--- src/rtl/program_memory.sv ---
// program_memory: 16x8 instruction store with byte-serial loader.
// Holds the cpu in reset while a program is loaded, then releases it.
//
// Ports:
//   clk, reset          clock; async active-high reset (sync deassert inside)
//   addr / data         cpu fetch address / combinational instruction out
//   load_start          request a (re)load, sampled every cycle
//   load_valid/ready    byte handshake, accepted on posedge when both high
//   load_data           program byte, address order from 0
//   load_done           one-cycle pulse after the last word is written
//   loading             high while in LOAD
//   cpu_n_reset         cpu reset, low = cpu held in reset
module program_memory #(
    parameter int ADDR_W = 4,
    parameter int DATA_W = 8
) (
    input  logic              clk,
    input  logic              reset,
    input  logic [ADDR_W-1:0] addr,
    output logic [DATA_W-1:0] data,
    input  logic              load_start,
    input  logic              load_valid,
    input  logic [DATA_W-1:0] load_data,
    output logic              load_ready,
    output logic              load_done,
    output logic              loading,
    output logic              cpu_n_reset
);

    localparam int DEPTH = 2 ** ADDR_W;

    typedef enum logic [1:0] {
        HALT    = 2'd0,
        LOAD    = 2'd1,
        RELEASE = 2'd2,
        RUN     = 2'd3
    } state_t;

    state_t            state_q;
    state_t            state_d;
    logic [ADDR_W-1:0] wr_ptr_q;
    logic [ADDR_W-1:0] wr_ptr_d;
    logic [DATA_W-1:0] mem_q [DEPTH];
    logic [1:0]        rst_sync_q;
    logic              rst_int;
    logic              wr_en;

    // Reset asserts immediately, releases two edges after reset falls,
    // so no flop sees a reset release near the clock edge.
    always_ff @(posedge clk or posedge reset) begin
        if (reset) begin
            rst_sync_q <= 2'b11;
        end else begin
            rst_sync_q <= {rst_sync_q[0], 1'b0};
        end
    end

    assign rst_int = rst_sync_q[1];

    // A restart request takes priority over a byte on the same cycle.
    assign wr_en = (state_q == LOAD) && load_valid && !load_start;

    // State register
    always_ff @(posedge clk or posedge rst_int) begin
        if (rst_int) begin
            state_q  <= HALT;
            wr_ptr_q <= '0;
        end else begin
            state_q  <= state_d;
            wr_ptr_q <= wr_ptr_d;
        end
    end

    // Next-state logic
    always_comb begin
        state_d  = state_q;
        wr_ptr_d = wr_ptr_q;
        unique case (state_q)
            HALT: begin
                if (load_start) begin
                    state_d  = LOAD;
                    wr_ptr_d = '0;
                end
            end
            LOAD: begin
                if (load_start) begin
                    wr_ptr_d = '0;
                end else if (load_valid) begin
                    wr_ptr_d = wr_ptr_q + ADDR_W'(1);
                    if (&wr_ptr_q) begin
                        state_d = RELEASE;
                    end
                end
            end
            RELEASE: begin
                state_d = RUN;
            end
            RUN: begin
                if (load_start) begin
                    state_d  = LOAD;
                    wr_ptr_d = '0;
                end
            end
            default: begin
                state_d = HALT;
            end
        endcase
    end

    // Output decode, registered state only apart from the restart term
    always_comb begin
        cpu_n_reset = (state_q == RUN);
        loading     = (state_q == LOAD);
        load_done   = (state_q == RELEASE);
        load_ready  = (state_q == LOAD) && !load_start;
    end

    // Instruction storage, cleared on reset
    always_ff @(posedge clk or posedge rst_int) begin
        if (rst_int) begin
            for (int i = 0; i < DEPTH; i++) begin
                mem_q[i] <= '0;
            end
        end else if (wr_en) begin
            mem_q[wr_ptr_q] <= load_data;
        end
    end

    assign data = mem_q[addr];

endmodule

--- config.mk ---
export PLATFORM = sky130hd
export DESIGN_NAME = program_memory
export DESIGN_NICKNAME = d
export VERILOG_FILES = /design/src/rtl/program_memory.sv
export SDC_FILE = /design/constraint.sdc
export NUM_CORES = 1
export LEC_CHECK = 0
export CORE_MARGIN = 2
export CORE_UTILIZATION = 35
export CTS_BUF_LIST = sky130_fd_sc_hd__clkbuf_16
export DETAILED_ROUTE_END_ITERATION = 8
export DONT_BUFFER_PORTS = 1
export PLACE_DENSITY = 0.48
export SYNTH_ARGS = -nofsm -noshare
export SYNTH_HDL_FRONTEND = slang
export SYNTH_SLANG_ARGS = --single-unit
--- constraint.sdc ---
create_clock -name clk -period 3.9 [get_ports clk]
set_input_delay 0.39 -clock clk [delete_from_list [all_inputs] [get_ports clk]]
set_output_delay 0.39 -clock clk [all_outputs]
set_load 0.03 [all_outputs]
After elaboration in Yosys (flattened, before gate mapping)

Cells that the tools add are included.
W data, S select, Z words.

Register bits: 136
Input port bits: 16
Output and inout bits: 12
Word-level logic and storage cells: 59

$add $sub $neg: 1
$lt $le $gt $ge: 3
Equality and inequality tests: 8
Mux-type cells: 15
Bitwise operators: 2
Reductions and logical operators: 11

Operator list:

| operator              | number |
|---|---|
| $bwmux W128           | 1 |
| $bmux W8 S4           | 1 |
| $demux W8 S4          | 1 |
| $mux W8               | 3 |
| $mux W4               | 3 |
| $ge A5 B5 Y1 const B  | 2 |
| $not A4 Y5            | 2 |
| $mux W2               | 4 |
| $pmux W4 S2           | 1 |
| $reduce_and A4 Y1     | 2 |
| $pmux W2 S3           | 1 |
| $lt A5 B1 Y1 const B  | 1 |
| $add A4 B1 Y4 const B | 1 |
| $eq A2 B2 Y1 const B  | 2 |
| $logic_and A1 B1 Y1   | 4 |
| $ne A2 B1 Y1 const B  | 2 |
| $ne A2 B2 Y1 const B  | 2 |
| $ne A3 B3 Y1 const B  | 1 |
| $reduce_and A3 Y1     | 1 |
| $eq A2 B1 Y1 const B  | 1 |
| $logic_not A2 Y1      | 1 |
| $reduce_bool A2 Y1    | 1 |
| $reduce_or A2 Y1      | 1 |
| $logic_not A1 Y1      | 1 |

Depth between registers and ports, before layout

Gate-level depths: netlist of the first run.

Depth after elaboration: 6
Gate-level depth with buffers: 7
Mapped depth without buffers: 6

Worst setup path before layout of the first run

Ideal clock, no wire load.

Path kind: input to output
Start: input port addr[0]
End: output port data[1]
Arrival time: 1735 ps
Data required time: 3510 ps
Setup slack: 1775 ps
Stages: 5
Buffers on the path: 2
Cells stage by stage: buf_2 > buf_2 > mux4_2 > a22oi_1 > nand2_1

Cells in the longest elaborated chain, start to end: 4

RTL lines:

| item                                        | RTL line | RTL |
|---|---|---|
| start: declaration                          | 19       | `input logic [ADDR_W-1:0] addr,` |
| $not A4 Y5 (not written as such)            | 129      | `assign data = mem_q[addr];` |
| $bmux W8 S4                                 | 129      |  |
| $mux W8 (not written as such) (2 in series) | 129      |  |
| end: declaration                            | 20       | `output logic [DATA_W-1:0] data,` |

No other way between the ends. The select of a mux whose other input is x is not followed.

Worst setup path in the final report of the first run

Start: register state_q[1]
End: output port load_ready

Cells in the longest elaborated chain, start to end: 2

RTL lines:

| item                     | RTL line | RTL |
|---|---|---|
| start: declaration       | 39       | `state_t state_q;` |
| start signal: assignment | 69       | `state_q <= state_d;` |
| $eq A2 B1 Y1             | 115      | `load_ready = (state_q == LOAD) && !load_start;` |
| $logic_and A1 B1 Y1      | 115      |  |
| end: declaration         | 24       | `output logic load_ready,` |

No other way between the ends.

==> impl_metrics.env, run 1 <==
export IMPL_clk_latency_ps=420
export IMPL_cp_data_arrival_time_ps=2000
export IMPL_diodes=0
export IMPL_hold_start="load_data[0]"
export IMPL_grt_pass1_vias=3797
export IMPL_period_share=0.612
export IMPL_dieArea_mm2=0.0194
export IMPL_final_setup_tns_ps=0
export IMPL_cts_clk_slew_worst_paths_ps=60
export IMPL_setup_violations=0
export IMPL_vias=3532
export IMPL_p_leak_uw=0.00335
export IMPL_p_per_area_mw_per_mm2=494
export IMPL_cts_root_buf="clkbuf_16"
export IMPL_cts_sinks=136
export IMPL_cp_start_kind="flip-flop"
export IMPL_areaGrowthSynthToFinish_pct=11.3
export IMPL_cts_tree="yes"
export IMPL_drtPass1Iterations=4
export IMPL_dr_max_layer_used="met4"
export IMPL_wl_met1_um=6870
export IMPL_grt_util_all_layers=0.161
export IMPL_coreArea_mm2=0.0180
export IMPL_num_rows=49
export IMPL_grt_pass1_wl_um=23100
export IMPL_slew_headroom=0.451
export IMPL_ant_nets=0
export IMPL_maxCapViolations=0
export IMPL_min_path_type="input port to flip-flop"
export IMPL_end_kind="output port"
export IMPL_worst_pin_slew_ps=821
export IMPL_io_pin_count=28
export IMPL_yosys_most_used_dff="dfrtp_1"
export IMPL_drc=0
export IMPL_h_tree_depth=4
export IMPL_initial_core_util=0.356
export IMPL_yosysSeqAreaShare=0.533
export IMPL_synth_edf_count=0
export IMPL_place_congestion=0.772
export IMPL_critPathKind="flip-flop to output port"
export IMPL_mostFrequentLayoutCells="dfrtp_1 (134), mux2_2 (126), mux4_2 (32), a22oi_1 (17), clkbuf_16 (17)"
export IMPL_async_reset_ff_frac=1.00
export IMPL_power_total_uw=3510
export IMPL_wl_met2_um=6760
export IMPL_cp_startpoint="state_q[1]$_DFFE_PP0P_"
export IMPL_wl_um=14400
export IMPL_met3_length_um=384
export IMPL_numPortBuffers=0
export IMPL_fin_crit_ps=2390
export IMPL_final_common_cell="dfrtp_1"
export IMPL_status="finished clean"
export IMPL_clock_fmax_mhz=419
export IMPL_rsz0062_at_grt="false"
export IMPL_cp_required_ps=3510
export IMPL_cts_buffers=17
export IMPL_wire_per_inst_um=21.8
export IMPL_slew_viol_final=0
export IMPL_ys_warn_count=0
export IMPL_syn_inst=421
export IMPL_synth_fp_nets=444
export IMPL_fin_skew_ps=4.64
export IMPL_worstReg2RegStart="state_q[1]$_DFFE_PP0P_"
export IMPL_ys_ff_latch=136
export IMPL_dp_cells=626
export IMPL_netlist_cell_type_count=40
export IMPL_viasPerCell=5.36
export IMPL_nNetsFinal=440
export IMPL_grt_max_degree=135
export IMPL_drive_gt1_frac=0.484
export IMPL_ir_drop_uv=309
export IMPL_die_h_um=139
export IMPL_die_w_um=139
export IMPL_antenna_found_initial=0
export IMPL_drt_iter0_markers=240
export IMPL_avgSynthCellArea_um2=15.2
export IMPL_grt_ovfl_total=0
export IMPL_synth_area_mm2=0.00639
export IMPL_post_dp_hpwl_um=9110
export IMPL_cts_max_path_buffers=2
export IMPL_crit_fanout=8
export IMPL_hold_violations=0
export IMPL_instances_no_fill=659
[where the power goes]
| group | switching [µW] | internal, µW | leakage, µW |
|---|---|---|---|
| sequential | 65.4 | 1540 | 0.00186 |
| clock | 593 | 852 | 0.000272 |
| combinational | 248 | 219 | 0.00122 |
| total | 906 | 2610 | 0.00335 |
[final timing paths]
path,to,slack [ps],cells after the start
min,mem_q[80]$_DFFE_PP0P_,120,1
max in group asynchronous,state_q[0]$_DFFE_PP0P_,2850,2
max,load_ready,1510,4
max reg2reg,mem_q[47]$_DFFE_PP0P_,1680,5
min in group asynchronous,mem_q[62]$_DFFE_PP0P_,440,2
min reg2reg,rst_sync_q[1]$_DFF_PP1_,350,0
[area by class of cell]
class / count / area [µm²]
clock buffer: 17 / 425
multi-input combinational: 249 / 2820
sequential: 136 / 3410
timing repair buffer: 3 / 37.5
inverter: 10 / 41.3
tap: 229 / 287
fill: 1672 / 10900
clock inverter: 15 / 97.6
[through the flow]
| stage | area (µm²) | utilization | worst slack [ps] | hold WS [ps] |
|---|---|---|---|---|
| 6_report | 7110 | 0.396 | 1510 | 120 |
| 5_1_grt | 7110 | 0.396 | 1370 | 95.9 |
| 4_1_cts | 7110 | 0.396 | 1480 | 97.9 |
| 3_5_place_dp | 6580 | 0.366 | 1670 | 315 |
| 3_3_place_gp | 6580 | 0.366 | 1710 | 307 |
| 2_1_floorplan | 6400 | - | 1770 | 302 |
[routing by layer]
layer | global-route usage | up-vias
li1 | - | 1555
met1 | 0.219 | 1901
met2 | 0.245 | 52
met3 | 0.0376 | 24
met4 | 0.0718 | 0
met5 | 0 | -
[registers in the layout, summed over array words and instances, names as in the netlist]
register	flops
rst_sync_q	2
mem_q	128
state_q	2
wr_ptr_q	4
[logic make-up (layout without fill, tap and decap cells)]
kind of cell,count (synthesis),in the layout,share of synthesized area
AO/OA/AOI/OAI,29,29,0.0319
adder cells (fa/ha/maj),7,7,0.0137
buffers and inverters,36,45,0.0264
flip-flops,136,136,0.533
multiplexers,161,161,0.341
other,1,1,0.000587
AND/OR/NAND/NOR,51,51,0.0538
[worst max-delay path, stage by stage, from the launching register on]
cell and delay, ps:
dfrtp_1 410, inv_1 70, ha_1 410, inv_1 150, nor2_1 550
[synth_stat cells, types with 3 or more instances]
| cell type | number | area (µm²) |
|---|---|---|
| dfrtp_1 | 134 | 3350 |
| mux2_2 | 126 | 1420 |
| mux4_2 | 32 | 721 |
| a22oi_1 | 17 | 128 |
| nand2_1 | 15 | 56.3 |
| clkbuf_1 | 11 | 41.3 |
| inv_1 | 10 | 37.5 |
| buf_2 | 9 | 45.0 |
| ha_1 | 7 | 87.6 |
| nor2_1 | 7 | 26.3 |
| nor2_2 | 7 | 43.8 |
| o21ai_0 | 4 | 20.0 |
| nand3_1 | 3 | 15.0 |
[repair_timing]
item / 4_1_cts / 5_1_grt
endpoints found under the hold margin: 2 / 0
hold buffers: 1 / 0
buffers inserted: 0 / 0
resized for setup: 0 / 0
No activity file was read; power rests on OpenSTA's default activity.
==> run 2, diff against run 1 <==
Settings changed: PLACE_DENSITY 0.48 to 0.46.
Clock period 3.9 ns to 2.2 ns, I/O delays scaled along.
==> run 2 against run 1 <==
Worst hold slack worse by 94 ps. Clock skew is 2.2 ps higher. Power is 90% higher. Cell count is 3.9% higher. Non-clock buffer count is 26 higher.
==> impl_metrics.env, run 2 (synthesized netlist as in run 1, its figures left out) <==
export IMPL_design_area_mm2=0.00742
export IMPL_cts_clk_slew_worst_paths_ps=50
export IMPL_maxCapViolations=0
export IMPL_cts_root_buf="clkbuf_16"
export IMPL_instances_no_fill=685
export IMPL_fill_cells=1635
export IMPL_drc=0
export IMPL_cp_required_ps=1980
export IMPL_final_setup_tns_ps=0
export IMPL_reg2regPathDepth=6
export IMPL_regArea_mm2=0.00341
export IMPL_areaGrowthSynthToFinish_pct=16.0
export IMPL_drtPass1Iterations=4
export IMPL_status="finished clean"
export IMPL_io_pin_count=28
export IMPL_cts_sinks=136
export IMPL_min_path_type="input port to flip-flop"
export IMPL_worst_pin_slew_ps=797
export IMPL_drt_iter0_markers=245
export IMPL_fin_crit_ps=2050
export IMPL_setup_violations=0
export IMPL_cts_tree="yes"
export IMPL_multi_input_comb_area_mm2=0.00282
export IMPL_final_common_cell="dfrtp_1"
export IMPL_period_share=0.934
export IMPL_wl_um=15300
export IMPL_grt_pass1_vias=3861
export IMPL_cp_data_arrival_time_ps=1830
export IMPL_post_dp_hpwl_um=9940
export IMPL_postCtsSetupBuffers=0
export IMPL_initial_core_util=0.356
export IMPL_place_area_mm2=0.00672
export IMPL_antenna_found_initial=0
export IMPL_top_register="mem_q"
export IMPL_holdPathStages=2
export IMPL_drive_gt1_frac=0.491
export IMPL_p_leak_uw=0.00351
export IMPL_cts_max_path_buffers=2
export IMPL_hold_slack_ps=26.1
export IMPL_fin_skew_ps=6.80
export IMPL_ir_drop_uv=543
export IMPL_cts_buffers=17
export IMPL_ant_nets=0
export IMPL_cp_start_kind="flip-flop"
export IMPL_num_rows=49
export IMPL_rsz0062_at_grt="false"
export IMPL_slew_headroom=0.467
export IMPL_clock_fmax_mhz=487
export IMPL_largest_reg_flops=128
export IMPL_dieArea_mm2=0.0194
export IMPL_hold_violations=0
export IMPL_die_w_um=139
export IMPL_nNetsFinal=466
export IMPL_die_h_um=139
export IMPL_end_kind="output port"
export IMPL_place_congestion=0.752
export IMPL_grt_pass1_wl_um=24500
export IMPL_mostFrequentLayoutCells="dfrtp_1 (134), mux2_2 (126), mux4_2 (32)"
export IMPL_vias=3620
export IMPL_p_per_area_mw_per_mm2=898
export IMPL_numPortBuffers=0
export IMPL_slew_viol_final=0
export IMPL_grt_ovfl_total=0
export IMPL_dp_cells=643
export IMPL_wire_per_inst_um=22.4
export IMPL_grt_util_all_layers=0.169
export IMPL_worst_slack_ps=146
export IMPL_coreArea_mm2=0.0180
export IMPL_grt_max_degree=66
export IMPL_clk_latency_ps=420
export IMPL_critPathKind="flip-flop to output port"
export IMPL_crit_fanout=2
export IMPL_place_ws_ps=153
export IMPL_reg_top3="mem_q: 128 flops, wr_ptr_q: 4 flops"
export IMPL_viasPerCell=5.28
export IMPL_h_tree_depth=4
export IMPL_diodes=0
==> run 2: cell types whose count changed in the layout (fill, tap and decap cells not counted) <==
| cell | before | now |
|---|---|---|
| buf_4 | 1 | 17 |
| dlygate4sd3_1 | 1 | 10 |
| clkinv_2 | 6 | 2 |
| bufinv_16 | 1 | 4 |
| clkinv_1 | 2 | 4 |
| clkinvlp_4 | 3 | 1 |
| buf_12 | 1 | 2 |
| clkinv_4 | 0 | 1 |
| ha_1 | 7 | 6 |
| ha_2 | 0 | 1 |
==> run 2: worst paths after layout <==
kind / start / endpoint / slack, ps
worst max-delay path: mem_q[96]$_DFFE_PP0P_ / data[0] / 150
worst min-delay path: load_valid / wr_ptr_q[0]$_DFFE_PP0P_ / 30
worst max register to register: state_q[1]$_DFFE_PP0P_ / mem_q[79]$_DFFE_PP0P_ / 260
worst min register to register: rst_sync_q[1]$_DFF_PP1_ / mem_q[67]$_DFFE_PP0P_ / 290
max in group asynchronous: rst_sync_q[1]$_DFF_PP1_ / mem_q[2]$_DFFE_PP0P_ / 1220
min in group asynchronous: reset / rst_sync_q[0]$_DFF_PP1_ / 260
==> run 2: worst max-delay path, cell delays in order, from the launching register on <==
cell	delay [ps]
dfrtp_1	370
mux4_2	510
a22oi_1	280
nand2_1	270
==> run 2: repair_timing <==
action                                  4_1_cts  5_1_grt
gates resized for setup                       0        1
hold endpoints to repair                    133        0
hold buffers                                 10        0
endpoints found under the setup margin        0        2
==> run 2: final cells by class <==
cell class,instances,share of cell area
clock buffer,17,0.0574
clock inverter,15,0.0228
inverter,10,0.00557
multi-input combinational,249,0.380
sequential,136,0.459
tap,229,0.0386
timing repair buffer,29,0.0361
==> run 2: stage by stage <==
step,util,total power (µW)
2_1_floorplan,-,3600
3_3_place_gp,0.374,3740
3_5_place_dp,0.374,3760
4_1_cts,0.413,6740
5_1_grt,0.413,6980
6_report,0.413,6660
==> run 2: power breakdown <==
part,switching [µW],internal [µW],total [µW],leakage (µW)
clock,1040,1860,2900,0.000306
sequential,124,2720,2850,0.00186
combinational,495,423,918,0.00135
total,1660,5010,6660,0.00351
==> run 2: metal layers <==
metal  vias up  track usage  share of wire
met4         0       0.0367          0.010
met5         -            0              0
met3        15       0.0421          0.034
met2        44        0.264           0.48
met1      1959        0.240           0.48
li1       1602            -              -
